[config.mk]
export PLATFORM = sky130hd
export DESIGN_NAME = alu32_seq_flat
export DESIGN_NICKNAME = d
export VERILOG_FILES = /design/src/rtl/alu32_seq_if.sv /design/src/rtl/alu32_seq.sv /design/src/flat_wrapper.sv
export SDC_FILE = /design/constraint.sdc
export NUM_CORES = 1
export LEC_CHECK = 0
export ABC_AREA = 1
export ABC_CLOCK_PERIOD_IN_PS = 1900
export CORE_UTILIZATION = 47
export DETAILED_ROUTE_END_ITERATION = 7
export PLACE_DENSITY = 0.82
export SYNTH_ARGS = -nofsm -noshare
export SYNTH_HDL_FRONTEND = slang
export SYNTH_SLANG_ARGS = --single-unit
[constraint.sdc]
create_clock -name clk -period 1.9 [get_ports clk]
set_clock_uncertainty 0.05 [all_clocks]
set_input_delay 0.285 -clock clk [delete_from_list [all_inputs] [get_ports clk]]
set_output_delay 0.285 -clock clk [all_outputs]
set_load 0.005 [all_outputs]
[src/rtl/alu32_seq_if.sv]
// alu32_seq_if: request/result bundle between the ALU control stage and alu32_seq.
// master drives the request side; slave is the execute stage.
interface alu32_seq_if #(
  parameter int WIDTH   = 32,
  parameter int SHAMT_W = 5
);
  logic               start;
  logic [2:0]         select_bits_ALU;
  logic               shift;
  logic               sltu;
  logic [WIDTH-1:0]   operand_a;
  logic [WIDTH-1:0]   operand_b;
  logic [SHAMT_W-1:0] shamt;
  logic [WIDTH-1:0]   result;
  logic               zero;
  logic               overflow;
  logic               busy;
  logic               done;

  modport master (
    output start,
    output select_bits_ALU,
    output shift,
    output sltu,
    output operand_a,
    output operand_b,
    output shamt,
    input  result,
    input  zero,
    input  overflow,
    input  busy,
    input  done
  );

  modport slave (
    input  start,
    input  select_bits_ALU,
    input  shift,
    input  sltu,
    input  operand_a,
    input  operand_b,
    input  shamt,
    output result,
    output zero,
    output overflow,
    output busy,
    output done
  );
endinterface

[src/rtl/alu32_seq.sv]
// alu32_seq: ALU execute stage, 1-cycle logic/arith ops, shifts 1 bit/cycle.
// Define ALU_BARREL_SHIFT_EN for single-cycle barrel shifts (no RUN state).
module alu32_seq #(
  parameter int WIDTH   = 32,
  parameter int SHAMT_W = 5
) (
  input logic        clk,
  input logic        rst_n,
  alu32_seq_if.slave bus
);

  localparam logic [2:0] OP_AND = 3'b000;
  localparam logic [2:0] OP_OR  = 3'b001;
  localparam logic [2:0] OP_ADD = 3'b010;
  localparam logic [2:0] OP_XOR = 3'b011;
  localparam logic [2:0] OP_NOR = 3'b100;
  localparam logic [2:0] OP_SRL = 3'b101;
  localparam logic [2:0] OP_SUB = 3'b110;
  localparam logic [2:0] OP_SLT = 3'b111;

  logic [WIDTH-1:0] a;
  logic [WIDTH-1:0] b;
  logic             is_srl;
  logic             is_sll;

  assign a      = bus.operand_a;
  assign b      = bus.operand_b;
  assign is_srl = bus.select_bits_ALU == OP_SRL;
  assign is_sll = bus.shift && !is_srl;

  logic [WIDTH-1:0] sum;
  logic [WIDTH-1:0] diff;
  logic [WIDTH-1:0] shl;
  logic [WIDTH-1:0] shr;
  logic             lt;

  assign sum  = a + b;
  assign diff = a - b;
  assign lt   = bus.sltu ? (a < b)
                         : ($signed(a) < $signed(b));

`ifdef ALU_BARREL_SHIFT_EN
  assign shl = b << bus.shamt;
  assign shr = b >> bus.shamt;
`else
  // The 1-cycle path only sees shifts with shamt == 0.
  assign shl = b;
  assign shr = b;
`endif

  logic [WIDTH-1:0] res_c;
  logic             ov_c;

  always_comb begin
    res_c = '0;
    ov_c  = 1'b0;
    unique case (1'b1)
      is_sll: res_c = shl;
      is_srl: res_c = shr;
      default: begin
        unique case (bus.select_bits_ALU)
          OP_AND: res_c = a & b;
          OP_OR:  res_c = a | b;
          OP_XOR: res_c = a ^ b;
          OP_NOR: res_c = ~(a | b);
          OP_ADD: begin
            res_c = sum;
            ov_c  = (a[WIDTH-1] == b[WIDTH-1])
                 && (sum[WIDTH-1] != a[WIDTH-1]);
          end
          OP_SUB: begin
            res_c = diff;
            ov_c  = (a[WIDTH-1] != b[WIDTH-1])
                 && (diff[WIDTH-1] != a[WIDTH-1]);
          end
          OP_SLT: res_c = {{(WIDTH-1){1'b0}}, lt};
          default: res_c = '0;
        endcase
      end
    endcase
  end

  logic [WIDTH-1:0] result_q;
  logic             zero_q;
  logic             ov_q;
  logic             done_q;

  assign bus.result   = result_q;
  assign bus.zero     = zero_q;
  assign bus.overflow = ov_q;
  assign bus.done     = done_q;

`ifdef ALU_BARREL_SHIFT_EN

  assign bus.busy = 1'b0;

  always_ff @(posedge clk or negedge rst_n) begin
    if (!rst_n) begin
      result_q <= '0;
      zero_q   <= 1'b1;
      ov_q     <= 1'b0;
      done_q   <= 1'b0;
    end else begin
      done_q <= bus.start;
      if (bus.start) begin
        result_q <= res_c;
        zero_q   <= res_c == '0;
        ov_q     <= ov_c;
      end
    end
  end

`else

  typedef enum logic {
    IDLE,
    RUN
  } state_t;

  state_t             state;
  logic [WIDTH-1:0]   acc;
  logic [SHAMT_W-1:0] cnt;
  logic               right;
  logic               busy_q;
  logic [WIDTH-1:0]   acc_sh;
  logic               go_run;

  assign bus.busy = busy_q;
  assign acc_sh   = right ? (acc >> 1) : (acc << 1);
  assign go_run   = (is_sll || is_srl)
                 && (bus.shamt != '0);

  always_ff @(posedge clk or negedge rst_n) begin
    if (!rst_n) begin
      state    <= IDLE;
      acc      <= '0;
      cnt      <= '0;
      right    <= 1'b0;
      busy_q   <= 1'b0;
      result_q <= '0;
      zero_q   <= 1'b1;
      ov_q     <= 1'b0;
      done_q   <= 1'b0;
    end else begin
      done_q <= 1'b0;
      unique case (state)
        IDLE: begin
          if (bus.start) begin
            if (go_run) begin
              acc    <= b;
              cnt    <= bus.shamt;
              right  <= is_srl;
              busy_q <= 1'b1;
              state  <= RUN;
            end else begin
              result_q <= res_c;
              zero_q   <= res_c == '0;
              ov_q     <= ov_c;
              done_q   <= 1'b1;
            end
          end
        end
        RUN: begin
          acc <= acc_sh;
          cnt <= cnt - 1'b1;
          if (cnt == SHAMT_W'(1)) begin
            result_q <= acc_sh;
            zero_q   <= acc_sh == '0;
            ov_q     <= 1'b0;
            busy_q   <= 1'b0;
            done_q   <= 1'b1;
            state    <= IDLE;
          end
        end
        default: state <= IDLE;
      endcase
    end
  end

`endif

endmodule
[src/flat_wrapper.sv]
// flat-port wrapper written by rule: the top's interface ports become plain ports
module alu32_seq_flat 
#(
  parameter int WIDTH   = 32,
  parameter int SHAMT_W = 5
)
  (clk, rst_n, bus_start, bus_select_bits_ALU, bus_shift, bus_sltu, bus_operand_a, bus_operand_b, bus_shamt, bus_result, bus_zero, bus_overflow, bus_busy, bus_done);
  alu32_seq_if #(.WIDTH(WIDTH), .SHAMT_W(SHAMT_W)) bus_i ();
  input logic clk;
  input logic rst_n;
  input wire logic [$bits(bus_i.start)-1:0] bus_start;
  input wire logic [$bits(bus_i.select_bits_ALU)-1:0] bus_select_bits_ALU;
  input wire logic [$bits(bus_i.shift)-1:0] bus_shift;
  input wire logic [$bits(bus_i.sltu)-1:0] bus_sltu;
  input wire logic [$bits(bus_i.operand_a)-1:0] bus_operand_a;
  input wire logic [$bits(bus_i.operand_b)-1:0] bus_operand_b;
  input wire logic [$bits(bus_i.shamt)-1:0] bus_shamt;
  output wire logic [$bits(bus_i.result)-1:0] bus_result;
  output wire logic [$bits(bus_i.zero)-1:0] bus_zero;
  output wire logic [$bits(bus_i.overflow)-1:0] bus_overflow;
  output wire logic [$bits(bus_i.busy)-1:0] bus_busy;
  output wire logic [$bits(bus_i.done)-1:0] bus_done;
  assign bus_i.start = bus_start;
  assign bus_i.select_bits_ALU = bus_select_bits_ALU;
  assign bus_i.shift = bus_shift;
  assign bus_i.sltu = bus_sltu;
  assign bus_i.operand_a = bus_operand_a;
  assign bus_i.operand_b = bus_operand_b;
  assign bus_i.shamt = bus_shamt;
  assign bus_result = bus_i.result;
  assign bus_zero = bus_i.zero;
  assign bus_overflow = bus_i.overflow;
  assign bus_busy = bus_i.busy;
  assign bus_done = bus_i.done;
  alu32_seq #(.WIDTH(WIDTH), .SHAMT_W(SHAMT_W)) u_core (.clk(clk), .rst_n(rst_n), .bus(bus_i));
endmodule
==> results.sh, run 1 <==
export IMPL_run_status="aborted with a tool error"
export IMPL_failed_stage="global routing (5_1_grt)"
export IMPL_stop_error="[ERROR GRT-0232] Routing congestion too high. Check the congestion heatmap in the GUI."
export IMPL_synth_nets=2036
export IMPL_rows=54
export IMPL_synth_seq_cells=75
export IMPL_ys_warns=0
export IMPL_post_synth_top_area_fraction_pct=20.6
export IMPL_worst_path_end_type="register input"
export IMPL_post_dp_cell_area_sq_mm=0.0157
export IMPL_port_buffers=112
export IMPL_die_h_um=153
export IMPL_fp_dieW_um=153
export IMPL_io_pins=113
export IMPL_htree_levels=3
export IMPL_synth_area_per_cell_sq_um=5.74
export IMPL_netlist_top_cell_by_area="sky130_fd_sc_hd__nand2_1"
export IMPL_distinct_cell_type_count_of_the_synthesized_netlist=50
export IMPL_clock_sink_count=75
export IMPL_cts_buffers=9
export IMPL_synth_edff_count=0
export IMPL_synthArstFlopShare_pct=100
export IMPL_yosys_top_cells_area="sky130_fd_sc_hd__nand2_1 (21%), sky130_fd_sc_hd__dfrtp_1 (17%), sky130_fd_sc_hd__ha_1 (12%)"
export IMPL_grt_start_max_net_pins=47
export IMPL_synth_cell_area_sq_mm=0.0107
export IMPL_grt_util_all_layers_pct=92.1
export IMPL_synth_sequential_area_ratio_pct=17.6
export IMPL_worst_endpoint="u_core.bus.zero$_DFFE_PN1P_/D"
export IMPL_synth_ff_type="sky130_fd_sc_hd__dfrtp_1"
export IMPL_gp_congestion=1.07
export IMPL_post_synth_inst_count=1858
export IMPL_cts_max_path_buffers=2
export IMPL_place_hpwl_um=43400
export IMPL_clock_tree_root_cell="sky130_fd_sc_hd__clkbuf_16"
export IMPL_initial_core_util_pct=48.4
export IMPL_globalRoute_totalOverflow=992
stage by stage:
step	hold slack (ns)	utilization, %	cells	setup slack (ns)	setup TNS (ns)
after floorplan	-0.0606	-	1858	-0.225	-0.874
after global placement	0.175	71.3	2615	-1.53	-59.24
after detailed placement	0.189	71.3	2615	-1.55	-64.81
after CTS	0.336	89.1	2724	-0.418	-4.11
cell families after synthesis:
kind of cell / share of synthesized area [%]
multiplexers: 0.106
AO/OA/AOI/OAI: 15.7
buffers and inverters: 13.6
adder cells (fa/ha/maj): 12.0
XOR/XNOR: 0.328
AND/OR/NAND/NOR: 40.6
flip-flops: 17.6
Yosys cell counts (2+ instances only):
| library cell | number |
|---|---|
| sky130_fd_sc_hd__clkbuf_2 | 2 |
| sky130_fd_sc_hd__inv_1 | 293 |
| sky130_fd_sc_hd__or2_2 | 17 |
| sky130_fd_sc_hd__o21ai_1 | 6 |
| sky130_fd_sc_hd__fa_1 | 2 |
| sky130_fd_sc_hd__buf_4 | 2 |
| sky130_fd_sc_hd__nor3_1 | 21 |
| sky130_fd_sc_hd__o211a_1 | 6 |
| sky130_fd_sc_hd__xor2_1 | 3 |
| sky130_fd_sc_hd__nand2_1 | 585 |
| sky130_fd_sc_hd__nand3_1 | 192 |
| sky130_fd_sc_hd__nor2_1 | 176 |
| sky130_fd_sc_hd__nand4_1 | 27 |
| sky130_fd_sc_hd__buf_1 | 2 |
| sky130_fd_sc_hd__inv_2 | 7 |
| sky130_fd_sc_hd__dfrtp_1 | 74 |
| sky130_fd_sc_hd__ha_1 | 99 |
| sky130_fd_sc_hd__clkbuf_1 | 24 |
| sky130_fd_sc_hd__o22ai_1 | 6 |
| sky130_fd_sc_hd__nor4_1 | 4 |
| sky130_fd_sc_hd__nor2_2 | 3 |
| sky130_fd_sc_hd__o211ai_1 | 9 |
| sky130_fd_sc_hd__a211oi_1 | 16 |
| sky130_fd_sc_hd__buf_2 | 36 |
| sky130_fd_sc_hd__nand2_2 | 4 |
| sky130_fd_sc_hd__a21oi_1 | 63 |
| sky130_fd_sc_hd__o221ai_1 | 38 |
| sky130_fd_sc_hd__and2_1 | 3 |
| sky130_fd_sc_hd__o21bai_1 | 9 |
| sky130_fd_sc_hd__o31ai_1 | 2 |
| sky130_fd_sc_hd__o21ai_0 | 83 |
| sky130_fd_sc_hd__a31oi_1 | 25 |
| sky130_fd_sc_hd__buf_6 | 2 |
layer usage:
layer,GRT usage (%),GRT overflow
met5,26.1,1
met1,87.8,9
met3,75.0,19
met4,102,239
met2,113,724
repair_timing:
item	CTS
pin swaps	295
endpoints found under the hold margin	27
buffers inserted	98
hold buffers	1
setup endpoints to repair	75
gates resized for setup	1102
==> run 2: changes to the inputs <==
- ABC_CLOCK_PERIOD_IN_PS: 1900 -> 2500
- CORE_UTILIZATION: 47 -> 32
- PLACE_DENSITY: 0.82 -> default
- PLACE_DENSITY_LB_ADDON: default -> 0.15
- clock period: 1.9 -> 2.5 ns (I/O delays scaled with it)
==> run 2 against run 1 <==
The run now ends clean; synthesized cell count unchanged; area after synthesis unchanged.
==> results.sh, run 2 <==
export IMPL_synth_top_cells_by_count="sky130_fd_sc_hd__nand2_1 (585), sky130_fd_sc_hd__inv_1 (293), sky130_fd_sc_hd__nand3_1 (192), sky130_fd_sc_hd__nor2_1 (176), sky130_fd_sc_hd__ha_1 (99)"
export IMPL_arrival_ns=2.65
export IMPL_post_dp_cell_area_sq_mm=0.0156
export IMPL_synth_cell_area_sq_mm=0.0107
export IMPL_synth_ff_type="sky130_fd_sc_hd__dfrtp_1"
export IMPL_number_of_nets_in_the_finished_design=2613
export IMPL_worstSetupPathType="in -> reg"
export IMPL_synth_simple_gate_area_share_pct=40.6
export IMPL_netsw_mw=4.41
export IMPL_powerDensity_mw_per_mm2=525
export IMPL_antenna_cells=0
export IMPL_cts_buffers=9
export IMPL_fraction_of_the_cycle_the_final_worst_path_needs_pct=97.2
export IMPL_p_clk_share_pct=13.3
export IMPL_worst_path_maximum_fanout=2
export IMPL_post_route_min_period_ns=2.43
export IMPL_place_hpwl_um=45300
export IMPL_grt_start_max_net_pins=53
export IMPL_internal_power_mw=5.50
export IMPL_setup_violations_final=0
export IMPL_gp_congestion=0.999
export IMPL_via_count_of_the_first_global_routing_pass=14581
export IMPL_coreArea_sq_mm=0.0327
export IMPL_ant_nets=0
export IMPL_drv_slew=0
export IMPL_grt_setup_unrepaired="true"
export IMPL_highest_ir_drop_seen_on_vdd_uv=494
export IMPL_grt_pass1_wl_um=84400
export IMPL_post_synth_top_area_fraction_pct=20.6
export IMPL_die_h_um=185
export IMPL_most_common_layout_cells="sky130_fd_sc_hd__buf_4 (476), sky130_fd_sc_hd__nand2_1 (425), sky130_fd_sc_hd__inv_1 (196), sky130_fd_sc_hd__nand2_2 (119), sky130_fd_sc_hd__nand3_1 (118)"
export IMPL_distinct_cell_type_count_of_the_synthesized_netlist=50
export IMPL_synth_compound_gate_area_share_pct=15.7
export IMPL_adder_cell_share_of_the_synthesized_area_pct=12.0
export IMPL_crit_path_start_kind="input pin"
export IMPL_router_iterations_before_antenna_repair=5
export IMPL_initial_core_util_pct=32.6
export IMPL_tns_ns=0
export IMPL_drc=0
export IMPL_final_standard_cell_area_without_fillers_sq_mm=0.0189
export IMPL_tightestPinTransition_ns=0.580
export IMPL_critical_path_required_ns=2.72
export IMPL_clock_tree_root_cell="sky130_fd_sc_hd__clkbuf_16"
export IMPL_io_pins=113
export IMPL_synth_seq_cells=75
export IMPL_post_synth_inst_count=1858
export IMPL_synth_area_per_cell_sq_um=5.74
export IMPL_viasPerCell=5.05
export IMPL_grt_util_all_layers_pct=33.2
export IMPL_run_status="complete, no violations"
export IMPL_yosys_top_cells_area="sky130_fd_sc_hd__nand2_1 (21%), sky130_fd_sc_hd__dfrtp_1 (17%), sky130_fd_sc_hd__ha_1 (12%)"
export IMPL_ys_warns=0
export IMPL_synth_sequential_area_ratio_pct=17.6
export IMPL_synth_top_family_by_area="simple AND/OR/NAND/NOR gates"
export IMPL_synth_nets=2036
export IMPL_layout_drive_gt1_share_pct=47.5
export IMPL_die_area_sq_mm=0.0341
export IMPL_globalRoute_totalOverflow=0
export IMPL_normalized_max_slew_margin_pct=61.1
export IMPL_synth_edff_count=0
export IMPL_synthArstFlopShare_pct=100
export IMPL_netlist_top_cell_by_area="sky130_fd_sc_hd__nand2_1"
export IMPL_most_frequent_standard_cell_in_the_layout_excluding_fill_and_tap_cells="sky130_fd_sc_hd__buf_4"
export IMPL_relative_contribution_of_combinational_cells_to_total_power_pct=65.3
export IMPL_fillCellCount=3282
export IMPL_cts_clk_slew_worst_paths_ns=0.06
export IMPL_clock_sink_count=75
export IMPL_antenna_found_initial=1
export IMPL_cts_tree="built"
export IMPL_power_sequential_fraction_pct=21.4
export IMPL_detail_route_wirelength_um=56300
export IMPL_initialDrtViolationCount=1062
export IMPL_finalHoldViolations=0
export IMPL_clock_fmax_ghz=0.412
export IMPL_p_leak_nw=9.34
export IMPL_worst_skew_pair_late_latency_ns=0.34
export IMPL_avgRoutedWirePerCell_um=19.5
export IMPL_vias=14549
export IMPL_layout_area_seq_sq_mm=0.00188
export IMPL_synth_area_mux_share_pct=0.106
export IMPL_area_growth_pct=77.0
export IMPL_multi_input_comb_area_sq_mm=0.00986
export IMPL_yosys_area_share_xor_xnor_pct=0.328
export IMPL_crit_path_end_kind="flop"
export IMPL_fp_dieW_um=185
export IMPL_yosys_cell_count_top_type="sky130_fd_sc_hd__nand2_1"
export IMPL_port_buffers=112
export IMPL_hold_class="in -> reg"
export IMPL_cap_violations=0
export IMPL_cts_max_path_buffers=2
export IMPL_htree_levels=3
export IMPL_sw_frac_of_total_pct=44.5
export IMPL_rows=66
## run 2: cell counts after synthesis
Identical to the previous run, type by type.
## run 2: per-layer routing
layer / vias to the layer above / GRT usage [%] / part of all wire [%]
met3: 123 / 3.75 / 4.7
met2: 473 / 56.1 / 46
met4: 0 / 17.3 / 6.1
met5: - / 0 / 0
li1: 7165 / - / -
met1: 6788 / 41.3 / 43
## run 2: critical path, stage by stage
cell and delay, ns:
sky130_fd_sc_hd__buf_8 0.11, sky130_fd_sc_hd__inv_6 0.05, sky130_fd_sc_hd__ha_4 0.12, sky130_fd_sc_hd__inv_2 0.04, sky130_fd_sc_hd__fa_2 0.36, sky130_fd_sc_hd__buf_6 0.14, sky130_fd_sc_hd__xnor2_2 0.12, sky130_fd_sc_hd__a21oi_1 0.16
sky130_fd_sc_hd__nand3b_1 0.13, sky130_fd_sc_hd__a21oi_2 0.18, sky130_fd_sc_hd__nand2_1 0.06, sky130_fd_sc_hd__nor2_1 0.09, sky130_fd_sc_hd__nand2_1 0.10, sky130_fd_sc_hd__nor2_4 0.17, sky130_fd_sc_hd__nand3_2 0.11, sky130_fd_sc_hd__nor2_4 0.12
sky130_fd_sc_hd__nand4_1 0.09, sky130_fd_sc_hd__a21oi_1 0.13
## run 2: worst paths after layout
kind                                           startpoint                           endpoint  slack, ns  depth (start not counted)
worst max-delay path                     bus_operand_a[0]        u_core.bus.zero$_DFFE_PN1P_       0.07                         18
worst min-delay path               bus_select_bits_ALU[2]           u_core.right$_DFFE_PN0P_       0.43                          3
worst max register to register   u_core.right$_DFFE_PN0P_        u_core.bus.zero$_DFFE_PN1P_       0.37                          9
worst min register to register  u_core.cnt[3]$_DFFE_PN0P_          u_core.cnt[3]$_DFFE_PN0P_       0.43                          1
max in group asynchronous                           rst_n   u_core.bus.result[8]$_DFFE_PN0P_       1.32                          3
min in group asynchronous                           rst_n  u_core.bus.result[20]$_DFFE_PN0P_       0.50                          2
## run 2: logic make-up (layout without fill, tap and decap cells)
group | Yosys count | in the layout
simple gates | 1038 | 1038
buf+inv | 369 | 951
compound gates | 270 | 270
fa+ha+maj | 101 | 101
flops | 75 | 75
xor+xnor | 4 | 4
mux | 1 | 1
## run 2: repair_timing
item | 4_1_cts | 5_1_grt
pin swaps | 164 | 139
gates cloned | 1 | 0
hold buffers | 1 | 0
endpoints found under the hold margin | 36 | 0
gates resized for setup | 638 | 288
endpoints found under the setup margin | 30 | 19
buffers inserted | 46 | 15
## run 2: final cells by class
| type | instances | share of cell area, % |
|---|---|---|
| clock buffer | 10 | 1.27 |
| timing repair buffer | 634 | 27.1 |
| tap | 442 | 2.93 |
| inverter | 301 | 6.14 |
| multi-input combinational | 1414 | 52.2 |
| sequential | 75 | 9.94 |
| clock inverter | 6 | 0.345 |
## run 2: stage by stage
stage / util (%) / hold WS (ns) / worst slack (ns) / power (mW) / instances
final: 57.8 / 0.427 / 0.0706 / 9.91 / 2882
after global routing: 57.8 / 0.431 / -0.0238 / 10.6 / 2882
after CTS: 55.5 / 0.431 / -0.00493 / 9.64 / 2867
after detailed placement: 47.7 / 0.334 / -1.21 / 7.66 / 2804
after global placement: 47.7 / 0.337 / -1.16 / 7.64 / 2804
after floorplan: - / 0.0294 / 0.151 / 4.94 / 1858
## run 2: power groups by stage
stage               clock [mW]  sequential [mW]  combinational, mW
CTS                       1.35             2.12               6.18
floorplan                    0             2.05               2.88
finish                    1.32             2.12               6.47
detailed placement           0             2.13               5.54
global route              1.40             2.18               7.06
global placement             0             2.12               5.53
Power figures use the tool's default switching activity.
